**src/rtl/m41_scan_ctrl.sv**
```systemverilog
// Scan controller for the m41 4:1 mux: steps S through 0..3, dwells DWELL cycles per
// channel and publishes the captured Y bits as a 4-bit snapshot.
// Optional build macro M41_SCAN_CONTINUOUS_EN: a start seen in DONE re-enters SCAN directly.
module m41_scan_ctrl #(
  parameter int DWELL   = 2,
  parameter int DWELL_W = 8
) (
  input  logic       clk,
  input  logic       rst,
  input  logic       start,
  input  logic       Y,
  output logic [1:0] S,
  output logic       busy,
  output logic       done,
  output logic [3:0] result,
  output logic       valid
);

  localparam logic [1:0] ST_IDLE = 2'd0;
  localparam logic [1:0] ST_SCAN = 2'd1;
  localparam logic [1:0] ST_DONE = 2'd2;

  localparam logic [DWELL_W-1:0] CNT_LAST = DWELL_W'(DWELL - 1);
  localparam logic [1:0]         CH_LAST  = 2'd3;

  logic [1:0]         state_q, state_d;
  logic [DWELL_W-1:0] cnt_q, cnt_d;
  logic [1:0]         s_q, s_d;
  logic [3:0]         shadow_q, shadow_d;
  logic [3:0]         result_q, result_d;
  logic               valid_q, valid_d;

  logic               capture;
  logic [3:0]         shadow_cap;

  assign capture = (state_q == ST_SCAN) && (cnt_q == CNT_LAST);

  // Shadow image with the current channel's bit replaced by Y.
  generate
    for (genvar gi = 0; gi < 4; gi++) begin : g_cap
      assign shadow_cap[gi] = (s_q == 2'(gi)) ? Y : shadow_q[gi];
    end
  endgenerate

  always_comb begin
    state_d  = state_q;
    cnt_d    = cnt_q;
    s_d      = s_q;
    shadow_d = shadow_q;
    result_d = result_q;
    valid_d  = valid_q;

    case (state_q)
      ST_IDLE: begin
        s_d   = 2'd0;
        cnt_d = '0;
        if (start) begin
          state_d = ST_SCAN;
        end
      end

      ST_SCAN: begin
        if (capture) begin
          cnt_d    = '0;
          shadow_d = shadow_cap;
          if (s_q == CH_LAST) begin
            // Publish the whole snapshot at once, including the bit captured now.
            state_d  = ST_DONE;
            s_d      = 2'd0;
            result_d = shadow_cap;
            valid_d  = 1'b1;
          end else begin
            s_d = s_q + 2'd1;
          end
        end else begin
          cnt_d = cnt_q + 1'b1;
        end
      end

      ST_DONE: begin
        s_d   = 2'd0;
        cnt_d = '0;
`ifdef M41_SCAN_CONTINUOUS_EN
        if (start) begin
          state_d = ST_SCAN;
        end else begin
          state_d = ST_IDLE;
        end
`else
        state_d = ST_IDLE;
`endif
      end

      default: begin
        state_d = ST_IDLE;
        s_d     = 2'd0;
        cnt_d   = '0;
      end
    endcase
  end

  always_ff @(posedge clk) begin
    if (rst) begin
      state_q  <= ST_IDLE;
      cnt_q    <= '0;
      s_q      <= 2'd0;
      shadow_q <= 4'b0000;
      result_q <= 4'b0000;
      valid_q  <= 1'b0;
    end else begin
      state_q  <= state_d;
      cnt_q    <= cnt_d;
      s_q      <= s_d;
      shadow_q <= shadow_d;
      result_q <= result_d;
      valid_q  <= valid_d;
    end
  end

  assign S      = s_q;
  assign busy   = (state_q == ST_SCAN);
  assign done   = (state_q == ST_DONE);
  assign result = result_q;
  assign valid  = valid_q;

endmodule

```
**config.mk**
```make
export PLATFORM = sky130hd
export DESIGN_NAME = m41_scan_ctrl
export DESIGN_NICKNAME = d
export VERILOG_FILES = /design/src/rtl/m41_scan_ctrl.sv
export SDC_FILE = /design/constraint.sdc
export NUM_CORES = 1
export LEC_CHECK = 0
export BUFFER_PORTS_ARGS = -buffer_cell sky130_fd_sc_hd__buf_2
export CORE_MARGIN = 2
export CORE_UTILIZATION = 47
export CTS_CLUSTER_SIZE = 25
export DETAILED_ROUTE_END_ITERATION = 12
export MAX_ROUTING_LAYER = met4
export PLACE_DENSITY = 0.78
export SYNTH_ARGS = -nofsm -noshare
export SYNTH_HDL_FRONTEND = slang
export SYNTH_SLANG_ARGS = --single-unit
```
**constraint.sdc**
```tcl
create_clock -name clk -period 2.32 [get_ports clk]
set_clock_uncertainty 0.1 [all_clocks]
set_input_delay 0.464 -clock clk [delete_from_list [all_inputs] [get_ports clk]]
set_output_delay 0.464 -clock clk [all_outputs]
set_load 0.05 [all_outputs]
```
-- Word level (Yosys, flattened, before mapping)
Cells that the tools add are included.
- $add $sub $neg: 2
- equality and inequality tests: 9
- muxes and demuxes: 9
- bitwise logic cells: 1
- reductions and logical operators: 8
- operators with widths (operator ; number):
    adder 8 x 1 -> 8 bit (second input constant) ; 1
    == test 8 x 1 -> 1 bit (second input constant) ; 1
    two-way mux 2 bit ; 4
    == test 2 bit (second input constant) ; 3
    AND reduction 3 bit ; 2
    == test 2 x 1 -> 1 bit (second input constant) ; 2
    zero test 2 bit ; 2
    two-way mux 1 bit ; 4
    != test 2 x 1 -> 1 bit (second input constant) ; 2
    one-hot mux 2 bit (2 select lines) ; 1
    OR reduction 3 bit ; 1
    adder 2 x 1 -> 2 bit (second input constant) ; 1
    != test 2 bit (second input constant) ; 1
    AND reduction 2 bit ; 1
    OR reduction 2 bit ; 1
    logical AND 1 bit ; 1
    inverter 1 bit ; 1
- register bits: 21
- input port bits: 4
- output and inout port bits: 9
- logic and storage cells: 35

-- Logic depth before layout (Yosys ltp)
- depth after elaboration: 4
- gate-level depth with buffers: 5

-- Least setup slack after synthesis
Ideal clock, no wire load.
- path kind: reg2reg
- start point: register state_q[0]
- end point: register result_q[0] (netlist: result[0])
- library setup time: 0.121 ns
- data arrival time: 1.654 ns
- setup slack: 0.445 ns
- cell stages (with the launch flop): 5
- clock period less this slack: 1.875 ns
- cells stage by stage: dfxtp_1 > nor2b_1 > clkbuf_1 > nand4_4 > mux2_4
- cells in the longest elaborated chain, start to end: 3
- RTL lines (item ; RTL line ; text):
    start: declaration ; 26 ; logic [1:0] state_q, state_d;
    start signal: assignment ; 111 ; state_q <= state_d;
    == test 2 x 1 -> 1 bit (*) ; - ;
    via busy ; 13 ; output logic busy,
    logical AND 1 bit ; 36 ; assign capture = (state_q == ST_SCAN) && (cnt_q == CNT_LAST);
    AND reduction 3 bit (no source line) (*) ; - ;
    end signal: assignment ; 115 ; result_q <= result_d;
    end: declaration ; 30 ; logic [3:0] result_q, result_d;
Mark *: on every way through the listed nets, which the timed path passes. The rest lies on a longest branch.
A chain may end at the register's enable or synchronous reset.

-- Worst setup path in the final report
- start point: register state_q[0]
- end point: output busy
- cells in the longest elaborated chain, start to end: 1
- RTL lines (item ; RTL line ; text):
    == test 2 x 1 -> 1 bit ; 121 ; assign busy = (state_q == ST_SCAN);
    end: declaration ; 13 ;
Every way passes these cells.

==> reports/results.txt <==
Number of cells on the worst reg-to-reg path - 4
Synth Instances - 102
Biggest area contributors in the synthesized netlist - dfxtp_1 (40%), ha_1 (7.5%), mux2i_1 (7.0%)
Part of the Yosys area used for sequential elements - 40.20%
Worst-path maximum fanout - 5
Async SR Flop Fraction - 0%
Root Driver - clkbuf_4
Area occupied by multi-input gates - 554.3 sq um
Synthesized area divided by synthesized cell count - 9.764 sq um
Leading cell type in the layout, fill and taps excluded - dfxtp_1
Post-synthesis cell type with the largest combined area - dfxtp_1
Total number of nets in the final design - 126
CP Class - reg -> out
Routability cong. - 0.8340
Max Cap Violations - 0
Die H - 50.04 um
Total CTS buffers - 3
Run status - completed
Overall power - 0.5468 mW
Worst-case hold slack - 0.3233 ns
Predominant post-synthesis flop cell - dfxtp_1
R2R setup slack - 0.50 ns
Aggregate global-route resource usage - 16.98%
Max rail drop VDD - 278.4 uV
Diode insertion count for antenna repair - 0
Count of final max-slew check failures - 0
Sequential cell area - 400.4 sq um
Final min period - 2.043 ns
Net count after synthesis - 112
Detailed Place HPWL - 1.358 mm
Number of H-tree levels - 1
Clk pin slew, worst setup/hold paths - 0.11 ns
Buffers inserted during post-CTS setup optimization - 0
Routed via count - 734
Critical Path RT - 1.76 ns
Number of hold buffers added after CTS - 0
Pwr dens - 500.0 nW/um^2
HP Start - start
Latest clock arrival within the worst-skew pair - 0.30 ns
Top-area cell type share of the netlist area - 40.20%
CTS tree - built
Synth Register Bits - 20
Number of global-route vias before repair - 704
Hold endpoint - state_q[0]
Die Wd - 50.04 um
FP Rows - 16
Unrepaired setup endpoints after global routing - false
Maximum clock rate - 489.4 MHz
Mean routed wirelength per cell - 12.31 um
Slew margin rel. - 67.68%
Startpoint of the most critical setup path - state_q[0]
Static leakage power - 0.4546 nW
Detailed-router iteration count before antenna repair - 4
Number of port buffers - 12
Endpoint type of the worst setup path - output port
Antenna violations before repair - 0
Floorplan Core Area - 1982 sq um
Tightest Pin Transition - 0.4827 ns
Library cells used by synthesis - 26
Number of cells upsized or downsized after cts - 0
Area growth from synthesis to final layout - 9.799%
Critical Path Start Type - flop
Fin crit share - 88.08%
Startpoint of the lowest-slack register-to-register path - cnt_q[0]
Endpoints failing hold - 0
Hold Path Cell Cnt - 3
Die outline area - 2504 sq um
Number of vias per cell after detailed routing - 5.206
Setup Total Neg Slack - 0 ns
Starting DRT DRC Count - 6
Endpoint of the worst register-to-register path - result[2]
Tightest Hold Check Type - in -> reg
Arrival time reported for the critical path endpoint - 1.48 ns
Number of placed I/O pins - 13
Final setup fails - 0
Initial core utilization - 50.25%
Remaining routing DRC violations - 0
WL final - 1.736 mm
Remaining global-route overflow - 0
Share of post-route cells with drive strength above 1 - 21.93%
Pin count of the biggest net entering global routing - 16
Number of fillers in the final layout - 177
Area of the mapped netlist - 996.0 sq um
Commonest cells after routing, fill and taps aside - dfxtp_1 (20), buf_2 (12), nor2_1 (10)
Syn. warnings - 0
Maximum clock insertion buffer count - 2
Sinks on Clock Net - 20
Post-detailed-route count of antenna-violating nets - 0
Wire length of the first global-routing pass - 3.063 mm
Number of flops mapped to enable cells by yosys - 0
worst max-delay path by stage:
stage	endpoint	slack, ns	cells past startpoint
after floorplan	result[0]	0.44	4
after global placement	result[0]	0.58	4
after detailed placement	result[2]	0.54	4
after CTS	busy	0.26	2
after global routing	busy	0.21	2
final	busy	0.28	2
cell usage after synthesis, types with 2 or more instances:
master    number
nor2b_1        5
ha_1           6
xor2_1         2
a21oi_1        6
or3_1          3
nand3_1        5
clkbuf_1       2
o21ai_0        5
nand2b_1       5
inv_1          6
nand4_1        5
dfxtp_1       20
or3b_2         2
mux2i_1        7
nor2_1        10
mux2_4         3
registers in the layout, summed over array words and instances (netlist names):
signal,flops
result,4
valid,1
shadow_q,3
cnt_q,8
state_q,2
S,2
metal layers:
metal	wire length [um]	global-route usage, %	up-vias
met5	0	-	-
met4	51	9.722	0
met3	61	3.939	6
met2	845	26.75	15
met1	777	19.63	332
li1	-	-	381
area by class of cell:
class                   instances  share of cell area, %
flip-flops and latches         20                  36.61
multi-input cells              73                  50.69
clock buffers                   3                  2.059
inverters                       6                  2.059
well taps                      27                  3.089
repair buffers                 12                  5.492
stage by stage:
stage	std cells	worst slack, ns	util [%]	instance area [sq um]
after floorplan	102	0.4447	-	996.0
after global placement	138	0.5811	54.04	1071
after detailed placement	138	0.5368	54.04	1071
after CTS	141	0.2641	55.18	1094
after global routing	141	0.2122	55.18	1094
final	141	0.2765	55.18	1094
kinds of logic after synthesis:
group | Yosys count | share of synthesized area [%]
adder cells (fa/ha/maj) | 6 | 7.537
flip-flops | 20 | 40.20
XOR/XNOR | 3 | 2.639
AND/OR/NAND/NOR | 41 | 26.63
buffers and inverters | 9 | 4.146
AO/OA/AOI/OAI | 13 | 7.286
multiplexers | 10 | 11.56
critical path, stage by stage (launching register included):
cell	delay (ns)
dfxtp_1	0.40
nor2b_1	0.43
buf_2	0.35
where the power goes:
part	total (mW)	leakage [nW]	internal, mW	switching (mW)
combinational	0.0362	0.279	0.0128	0.0234
clock	0.160	0.0138	0.0606	0.0998
sequential	0.350	0.162	0.346	0.00374
No activity file was read; power rests on OpenSTA's default activity.
